<file path="src/rtl/pipe_ctrl.sv">
// Pipeline stall/flush sequencer: RUN/DRAIN/HALTED FSM plus saturating stall counter.
// Latency: stage enables are combinational from state+inputs; halted/drain_err/stall_cnt registered. Backpressure: dmem_stall freezes every stage.
module pipe_ctrl #(
    parameter int DRAIN_MAX = 8,
    parameter int CNT_W     = 16
) (
    input  logic             clk,
    input  logic             rst,
    input  logic [2:0]       id_rs,
    input  logic             id_rs_vld,
    input  logic [2:0]       id_rt,
    input  logic             id_rt_vld,
    input  logic             id_halt,
    input  logic             ex_memread,
    input  logic [2:0]       ex_rd,
    input  logic             ex_br_taken,
    input  logic             imem_stall,
    input  logic             dmem_stall,
    input  logic             wb_halt,
    output logic             pc_we,
    output logic             ifid_we,
    output logic             ifid_flush,
    output logic             idex_we,
    output logic             idex_bubble,
    output logic             exmem_we,
    output logic             memwb_bubble,
    output logic             halted,
    output logic             drain_err,
    output logic [CNT_W-1:0] stall_cnt
);

    localparam int CTR_W = $clog2(DRAIN_MAX + 1);

    typedef enum logic [1:0] {
        RUN    = 2'd0,
        DRAIN  = 2'd1,
        HALTED = 2'd2
    } state_t;

    state_t           state;
    logic [CTR_W-1:0] drain_ctr;
    logic             load_use;
    logic             fetch_stall;
    logic             stall_evt;

    assign load_use = ex_memread &
                      ((id_rs_vld & (id_rs == ex_rd)) | (id_rt_vld & (id_rt == ex_rd)));

    always_comb begin
        pc_we        = 1'b1;
        ifid_we      = 1'b1;
        ifid_flush   = 1'b0;
        idex_we      = 1'b1;
        idex_bubble  = 1'b0;
        exmem_we     = 1'b1;
        memwb_bubble = 1'b0;
        fetch_stall  = 1'b0;
        if (rst || state == HALTED) begin
            pc_we        = 1'b0;
            ifid_we      = 1'b0;
            ifid_flush   = 1'b1;
            idex_we      = 1'b0;
            idex_bubble  = 1'b1;
            exmem_we     = 1'b0;
            memwb_bubble = 1'b1;
        end else begin
            if (dmem_stall) begin
                pc_we        = 1'b0;
                ifid_we      = 1'b0;
                idex_we      = 1'b0;
                exmem_we     = 1'b0;
                memwb_bubble = 1'b1;
            end else if (ex_br_taken) begin
                ifid_flush  = 1'b1;
                idex_bubble = 1'b1;
            end else if (load_use) begin
                pc_we       = 1'b0;
                ifid_we     = 1'b0;
                idex_bubble = 1'b1;
            end else if (imem_stall) begin
                pc_we       = 1'b0;
                ifid_flush  = 1'b1;
                fetch_stall = 1'b1;
            end
            // No new instructions enter while the HALT drains out.
            if (state == DRAIN) begin
                pc_we      = 1'b0;
                ifid_flush = 1'b1;
            end
        end
    end

    // A fetch miss is a stall cycle too, even though IF_ID loads a NOP rather than holding.
    assign stall_evt = ~ifid_we | fetch_stall;

    always_ff @(posedge clk) begin
        if (rst) begin
            state     <= RUN;
            drain_ctr <= '0;
            halted    <= 1'b0;
            drain_err <= 1'b0;
            stall_cnt <= '0;
        end else begin
            if (state != HALTED && stall_evt && stall_cnt != {CNT_W{1'b1}})
                stall_cnt <= stall_cnt + CNT_W'(1);
            case (state)
                RUN: begin
                    if (id_halt && !dmem_stall && !ex_br_taken && !load_use) begin
                        state     <= DRAIN;
                        drain_ctr <= '0;
                    end
                end
                DRAIN: begin
                    if (!dmem_stall) begin
                        if (wb_halt) begin
                            state  <= HALTED;
                            halted <= 1'b1;
                        end else if (drain_ctr == CTR_W'(DRAIN_MAX - 1)) begin
                            state     <= HALTED;
                            halted    <= 1'b1;
                            drain_err <= 1'b1;
                        end else begin
                            drain_ctr <= drain_ctr + CTR_W'(1);
                        end
                    end
                end
                default: begin
                    state <= HALTED;
                end
            endcase
        end
    end

endmodule
</file>
<file path="config.mk">
export PLATFORM = sky130hd
export DESIGN_NAME = pipe_ctrl
export DESIGN_NICKNAME = d
export VERILOG_FILES = /design/src/rtl/pipe_ctrl.sv
export SDC_FILE = /design/constraint.sdc
export NUM_CORES = 1
export LEC_CHECK = 0
export BUFFER_PORTS_ARGS = -buffer_cell sky130_fd_sc_hd__buf_4
export CELL_PAD_IN_SITES_DETAIL_PLACEMENT = 1
export CELL_PAD_IN_SITES_GLOBAL_PLACEMENT = 1
export CORE_UTILIZATION = 25
export DETAILED_ROUTE_END_ITERATION = 8
export PLACE_DENSITY = 0.61
export SETUP_SLACK_MARGIN = 0.3
export SYNTH_ARGS = -nofsm -noshare
export SYNTH_HDL_FRONTEND = slang
export SYNTH_SLANG_ARGS = --single-unit
</file>
<file path="constraint.sdc">
create_clock -name clk -period 1.95 [get_ports clk]
set_input_delay 0.0975 -clock clk [delete_from_list [all_inputs] [get_ports clk]]
set_output_delay 0.0975 -clock clk [all_outputs]
set_load 0.03 [all_outputs]
</file>
# After elaboration in Yosys (flattened, before gate mapping)
# Index checks and enable logic that the tools add are counted.
# word_totals
in_bits,19
register_bits,24
# op_classes
reduce_logical,16
addsub,2
mux,39
bitwise_logic,8
n_eq_ne,12
# ops
operator,n
$mux 1,29
$add 16x1->16 const B,1
$mux 4,4
$ne 16x16->1 const B,1
$ne 2x2->1 const B,5
$mux 2,4
$pmux 4 s2,1
$eq 3x3->1,2
$reduce_and 3->1,2
$logic_and 1x1->1,5
$reduce_and 5->1,1
$add 4x1->4 const B,1
$eq 4x3->1 const B,1
$pmux 2 s2,1
$reduce_and 4->1,1
$reduce_bool 2->1,2
$and 1x1->1,3
$logic_not 1->1,3
$ne 3x2->1 const B,1
$not 1->1,3
$eq 2x1->1 const B,1
$eq 2x2->1 const B,1
$logic_not 2->1,1
$or 1x1->1,2
$logic_or 1x1->1,1

# Depth between registers and ports, before layout
# Gate-level depths: netlist (run 1).
# depth
word_depth,12
ltp_mapped,7
depth_no_buf,7

# Least setup slack after synthesis (run 1)
# Ideal clock, no wire load.
# synth_path
path_kind,reg2out
from,reg state[1]
to,out pc_we
arrival_time_ns,2.994
stages_incl_launch_ff,6
path_buffers,0
slack_ns,-1.142
t_required_ns,1.852
cell_sequence,dfxtp_1 > nor2b_1 > nor3_1 > inv_1 > nor2_1 > nor3b_1
# synth_via
elab_chain_len,3
elab_cells_between_ends,5
# synth_lines
element,line,text
start: declaration,40,state_t state;
start signal: assignment,98,state <= RUN;
start signal: assignment,109,state <= DRAIN;
start signal: assignment,116,state <= HALTED;
$eq 2x1->1 / $eq 2x2->1 (equally long branches),"86, 58",
$mux 1 / $logic_or 1x1->1 (equally long branches),"86, 58",
$mux 1 *,58,if (rst || state == HALTED) begin
end: declaration,20,"output logic pc_we,"
# Every way passes the cells marked *; elsewhere a longest branch is shown, timed or not.

# Final worst setup path (run 1)
# layout_path
from,reg state[1]
to,reg stall_cnt[7]
# layout_via
elab_chain_len,7
elab_cells_between_ends,9
# layout_lines
element,line,text
$eq 2x2->1,58,
$logic_or 1x1->1,58,
$mux 1,58,
$not 1->1,94,assign stall_evt = ~ifid_we | fetch_stall;
$or 1x1->1,94,
$logic_and 1x1->1 * (2 in series),104,if (state != HALTED && stall_evt && stall_cnt != {CNT_W{1'b1}})
end signal: assignment,105,stall_cnt <= stall_cnt + CNT_W'(1);
end: declaration,29,output logic [CNT_W-1:0] stall_cnt
# Marked as above.
# A chain may end at the register's enable or synchronous reset.

==> results of run 1 <==
timing repair:
action / 4_1_cts / 5_1_grt
endpoints found under the setup margin: 15 / 18
setup buffers: 4 / 9
gates resized for setup: 10 / 16
gates cloned: 0 / 1
pin swaps: 6 / 11
cells in the final DEF, fill, tap and decap left out, types with 2 or more instances in the layout:
master and instances:
nand3_1 4, mux2_4 5, clkbuf_8 3, o31ai_1 2, dfxtp_2 3, nor2_2 2, mux2_2 2, dfxtp_4 13
nor2_4 4, nand2b_1 3, dfxtp_1 8, buf_4 58, nor2b_1 11, a21oi_2 3, nand2_1 9, nor3_1 5
mux2i_1 2, nor2_1 26, o21ai_1 2, nor4_4 3, nand4_1 3, and4_4 3, xor2_1 4, a21oi_1 7
or4_4 2, o21ai_0 7, xnor2_1 7, buf_6 3
kinds of logic (layout without fill, tap and decap cells):
logic type | Yosys count | in the layout | synth area share [%]
AND/OR/NAND/NOR | 91 | 91 | 34.38
flip-flops | 24 | 24 | 33.60
multiplexers | 10 | 10 | 8.749
buffers and inverters | 9 | 69 | 3.237
XOR/XNOR | 11 | 11 | 6.736
adder cells (fa/ha/maj) | 2 | 2 | 1.750
AO/OA/AOI/OAI | 24 | 24 | 11.55
layout make-up:
class	instances	share of cell area (%)
tap	72	3.932
clock inverter	1	1.311
inverter	2	0.4369
timing repair buffer	63	22.45
clock buffer	3	1.802
sequential	24	23.27
multi-input combinational	138	46.81
cell usage after synthesis:
cell and count:
and2_1 1, nor4_1 3, nand4_1 3, or4_1 2, o21ai_0 7, clkbuf_1 3
nor2_1 32, mux2i_1 2, nand2_2 1, dfxtp_1 24, nand3_1 5, nor4_2 1
mux2_2 3, and4_1 3, o31ai_1 2, nor4b_2 1, inv_1 2, nor2b_1 12
mux2_4 4, nor3_1 7, buf_1 1, nand2b_1 3, nor4b_1 1, and2b_1 1
nand2_1 9, a21oi_1 10, o211a_4 1, buf_4 1, nor3b_1 1, mux2_1 1
o32ai_4 1, o21ba_2 1, o21ai_1 2, xnor2_1 7, or3_1 2, buf_2 1
nand3b_1 1, and4_4 1, and4b_1 1, ha_1 2, buf_6 1, xor2_1 4
power groups by stage:
stage / Combinational (mW) / Sequential (mW) / Clock (mW)
after floorplan: 0.117 / 0.532 / 0
after global placement: 0.207 / 0.520 / 0
after detailed placement: 0.210 / 0.520 / 0
after CTS: 0.226 / 0.508 / 0.465
after global routing: 0.268 / 0.507 / 0.478
final: 0.247 / 0.505 / 0.443
per-layer routing:
| layer | GRT usage (%) | vias to the layer above | routed length [µm] |
|---|---|---|---|
| li1 | - | 725 | - |
| met1 | 17.37 | 692 | 1861 |
| met2 | 21.06 | 31 | 1800 |
| met3 | 3.176 | 4 | 149 |
| met4 | 1.698 | 0 | 23 |
| met5 | 0 | - | 0 |
through the flow:
stage / util, % / power [mW] / instance area, µm² / TNS (ns) / hold WS (ns)
floorplan: - / 0.6491 / 1553 / 0 / 0.2460
global placement: 35.74 / 0.7270 / 1968 / 0 / 0.4623
detailed placement: 35.74 / 0.7301 / 1968 / -0.02611 / 0.4696
CTS: 38.76 / 1.199 / 2135 / 0 / 0.1716
global route: 41.60 / 1.253 / 2291 / 0 / 0.2081
finish: 41.60 / 1.196 / 2291 / 0 / 0.1709
worst paths after layout:
check	slack [ns]	endpoint	start
max	0.21	stall_cnt[7]$_SDFFE_PP0P_	state[1]$_SDFFE_PP0P_
min	0.17	drain_err$_SDFFE_PP0P_	wb_halt
max reg2reg	0.21	stall_cnt[7]$_SDFFE_PP0P_	state[1]$_SDFFE_PP0P_
min reg2reg	0.50	drain_err$_SDFFE_PP0P_	drain_err$_SDFFE_PP0P_
state kept, by name (all words and copies together) (netlist names):
name       cells
state          2
halted         1
drain_ctr      4
drain_err      1
stall_cnt     16
critical path, cell delays in order (launching register included):
cell     delay [ns]
dfxtp_4        0.35
nor2b_4        0.14
nor2_2         0.12
o211a_4        0.19
o32ai_4        0.11
buf_12         0.16
or4_4          0.47
a21oi_2        0.12
==> out/qor.yml, run 1 <==
status: "finished, final reports clean"
dp_hpwl_um: 2735
areaGrowthSynthToFinish_pct: 60.19
final-seq-area_um2: 533.0
gp_congestion: 0.6946
power_frac_seq_pct: 42.2
finalNetCount: 253
initial_core_util_pct: 25.97
yosys.area.top_type: "dfxtp_1"
critPathRequiredTime_ns: 2.15
ys_types: 42
drc: 0
routed_via_density: 4.792
drt-initial-drc-count: 47
grt_max_degree: 36
rsz0062_at_grt: "true"
syn_avg_cell_area_um2: 8.363
setup_ws_ns: 0.2081
switchingPower_uw: 315.5
cp.arrival_ns: 1.94
drt.antenna.violating_nets: 0
setup_viol: 0
power.density_nw_per_um2: 521.9
track_usage_pct: 12.86
routed_wl_um: 3834
final_cells: 303
cts_buffer_depth: 2
ctsHoldBuffers: 0
diodes: 0
grt_antenna_before_repair: 0
rows: 27
cts_inserted_buffers: 3
p_leak_nw: 0.9182
drive_gt1_share_pct: 52.38
ioPinCount: 44
fin_skew_ns: 0.008112
grt_pass1_vias: 1362
period_share_pct: 89.33
min_path_type: "in -> reg"
endpoint_kind: "register"
syn_nets: 192
drt_pre_antenna_iters: 4
synth_cells: 171
fmax_mhz: 574.1
seq_area_frac_synth_pct: 33.60
comb_power_share_pct: 20.7
coreArea_um2: 5507
tightest_slew_ns: 0.3940
gr-total-overflow: 0
crit_path_start_kind: "register"
irDropWorstVdd_mv: 0.2428
slew_viol_final: 0
path_clk_slew_ns: 0.09
max_slew_margin_pct: 73.63
hold_viol: 0
place_ws_ns: -0.02611
fin_crit_ns: 1.742
synth.area.top_cells: "dfxtp_1, nor2_1, nor2b_1"
synth_warnings: 0
multi_input_area_um2: 1072
routedWlPerCell_um: 12.65
fill_cells: 639
clk_latency_ns: 0.27
clkPwrFrac_pct: 37.1
io_buffers: 43
h-tree-depth: 1
numClockSinks: 24
cts_tree: "built"
reg2reg_depth: 7
cts-root-buf: "clkbuf_8"
dp_cells: 285
internal-power_uw: 880.1
synthesis.area_um2: 1430
p_sw_share_pct: 26.39
maxCapViolCount: 0
ys_ff_latch: 24
crit_fanout: 6
die_x_um: 77.64
fp.dieH_um: 77.64
dr_total_vias: 1452
dieArea_um2: 6027
synth_top_area_share_pct: 33.60
hold_depth: 4
worstSetupPathType: "reg -> reg"
grt_pass1_wl_um: 6334
No activity file was read; power rests on OpenSTA's default activity.
==> run 2: changes to the inputs <==
Settings changed: PLACE_DENSITY 0.61 to 0.58.
Clock period 1.95 ns to 2.2 ns, I/O delays scaled along.
==> run 2 against run 1 <==
Sequential power is 9.5% lower. Register-to-register slack improved by 0.16 ns. First-iteration DRC count unchanged. Die area did not move. Utilization fell by 4.8 points. Sequential share of layout area increased by 1.3 points. Flip-flop and latch count stayed put. Clock skew decreased by 0.0046 ns. Largest power group unchanged.
==> out/qor.yml, run 2 (synthesized netlist as in run 1, its figures left out) <==
crit_fanout: 6  # unchanged
io_buffers: 43  # unchanged
fmax_mhz: 545.4  # -5.0%
drt_pre_antenna_iters: 4  # unchanged
drive_gt1_share_pct: 40.37  # -12 points
reg_top3: "stall_cnt x16, drain_ctr x4, state x2"
hold_end: "drain_err$_SDFFE_PP0P_"
rrSetupSlack_ns: 0.37  # +0.16 ns
drc: 0  # unchanged
p_leak_nw: 0.8222  # -10%
ioPinCount: 44  # unchanged
cts_buffer_depth: 2  # unchanged
cts-root-buf: "clkbuf_8"
tightest_slew_ns: 0.4246  # +0.03053 ns
timing.rr.start: "state[1]$_SDFFE_PP0P_"
rows: 27  # unchanged
setup_tns_ns: 0  # unchanged
hold_depth: 4  # unchanged
cp.arrival_ns: 2.04  # +0.10 ns
grt_pass1_wl_um: 6361  # +0.43%
irDropWorstVdd_mv: 0.2428  # about the same
layout_common_cells: "buf_4, nor2_1, dfxtp_1"
power.density_nw_per_um2: 518.2  # -0.72%
crit_path_start_kind: "register"
die_x_um: 77.64  # unchanged
fill_cells: 653  # +2.2%
grt_pass1_vias: 1385  # +1.7%
min_from: "wb_halt"
routed_wl_um: 3855  # +0.55%
routedWlPerCell_um: 13.29  # +5.1%
grt_max_degree: 36  # unchanged
gp_congestion: 0.6878  # -0.98%
grt_antenna_before_repair: 0  # unchanged
setup_viol: 0  # unchanged
r2r_end: "stall_cnt[5]$_SDFFE_PP0P_"
critPathRequiredTime_ns: 2.41  # +0.26 ns
hold_viol: 0  # unchanged
status: "finished, final reports clean"
worstSetupPathType: "reg -> reg"
final_cells: 290  # -4.3%
clk_latency_ns: 0.27  # about the same
ctsHoldBuffers: 0  # unchanged
min_path_type: "in -> reg"
track_usage_pct: 13.30  # +0.43 points
layout_commonest_cell: "buf_4"
dieArea_um2: 6027  # unchanged
dp_cells: 282  # -1.1%
dr_total_vias: 1375  # -5.3%
drt-initial-drc-count: 47  # unchanged
dp_hpwl_um: 2820  # +3.1%
largest_reg_flops: 16  # unchanged
routed_via_density: 4.741  # -1.1%
path_clk_slew_ns: 0.10  # about the same
rsz0062_at_grt: "false"
slew_viol_final: 0  # unchanged
regMostFlops: "stall_cnt"
fp.dieH_um: 77.64  # unchanged
cts_tree: "built"
drt.antenna.violating_nets: 0  # unchanged
cts_inserted_buffers: 3  # unchanged
max_slew_margin_pct: 71.40  # -2.2 points
coreArea_um2: 5507  # unchanged
reg2reg_depth: 7  # unchanged
fin_skew_ns: 0.003496  # -0.004616 ns
initial_core_util_pct: 25.97  # unchanged
gr-total-overflow: 0  # unchanged
finalNetCount: 240  # -5.1%
endpoint_kind: "register"
areaGrowthSynthToFinish_pct: 41.73
numClockSinks: 24  # unchanged
maxCapViolCount: 0  # unchanged
h-tree-depth: 1  # unchanged
diodes: 0  # unchanged
fin_crit_ns: 1.833  # +0.09151 ns
period_share_pct: 83.34  # -6.0 points
==> run 2: cell types whose count changed in the layout (fill, tap and decap cells not counted), moves of 3 or more <==
cell,change
dfxtp_2,+5
dfxtp_4,-11
dfxtp_1,+6
buf_4,-8
nor2_1,+3
buf_6,-3
==> run 2: through the flow <==
step                area [µm²]  power (mW)  setup slack [ns]  util, %  hold slack [ns]
global route              2027       1.093            0.2920    36.81           0.2237
CTS                       1978       1.066            0.3017    35.92           0.1873
global placement          1864      0.6500            0.2139    33.86           0.4578
finish                    2027       1.050            0.3666    36.81           0.1896
floorplan                 1469      0.5790            0.3004        -           0.2689
detailed placement        1864      0.6519            0.1405    33.86           0.4651
==> run 2: layer usage <==
| layer | GRT usage (%) | part of all wire, % | up-vias |
|---|---|---|---|
| met5 | 0 | 0 | - |
| met4 | 2.830 | 0.62 | 0 |
| met3 | 3.059 | 2.6 | 2 |
| met2 | 23.98 | 51 | 16 |
| met1 | 15.88 | 46 | 662 |
| li1 | - | - | 695 |
==> run 2: how the worst max path moves through the flow <==
stage,startpoint,end,slack [ns],depth (start not counted)
after CTS,state[1]$_SDFFE_PP0P_,stall_cnt[9]$_SDFFE_PP0P_,0.30,7
after global placement,ex_br_taken,stall_cnt[9]$_SDFFE_PP0P_,0.21,7
final,state[1]$_SDFFE_PP0P_,stall_cnt[5]$_SDFFE_PP0P_,0.37,7
after global routing,state[1]$_SDFFE_PP0P_,stall_cnt[6]$_SDFFE_PP0P_,0.29,8
after floorplan,stall_cnt[13]$_SDFFE_PP0P_,stall_cnt[14]$_SDFFE_PP0P_,0.30,6
after detailed placement,ex_br_taken,stall_cnt[9]$_SDFFE_PP0P_,0.14,7
==> run 2: area by class of cell <==
class,instances,area [µm²],share of cell area [%]
Timing Repair Buffer,50,375.4,18.52
Clock buffer,3,41.29,2.037
Inverter,2,7.507,0.3704
Sequential cell,24,498.0,24.57
Tap cell,72,90.09,4.444
Clock inverter,1,30.03,1.481
Multi-Input combinational cell,138,984.7,48.58
==> run 2: power breakdown <==
part / switching (mW) / leakage (nW) / internal [mW]
registers: 0.0138 / 0.199 / 0.443
clock network: 0.159 / 0.0357 / 0.244
logic: 0.106 / 0.587 / 0.0855
total: 0.278 / 0.822 / 0.772
==> run 2: critical path: stages, from the launching register on <==
cell and delay [ns]:
dfxtp_2 0.35, nor2b_2 0.21, nor2_2 0.12, o211a_4 0.20
o32ai_4 0.09, buf_4 0.18, or4_1 0.47, a21oi_1 0.15
==> run 2: what timing repair did <==
action / CTS / global route
gates resized for setup: 4 / 13
pin swaps: 1 / 3
setup endpoints to repair: 10 / 11
buffers inserted: 3 / 1
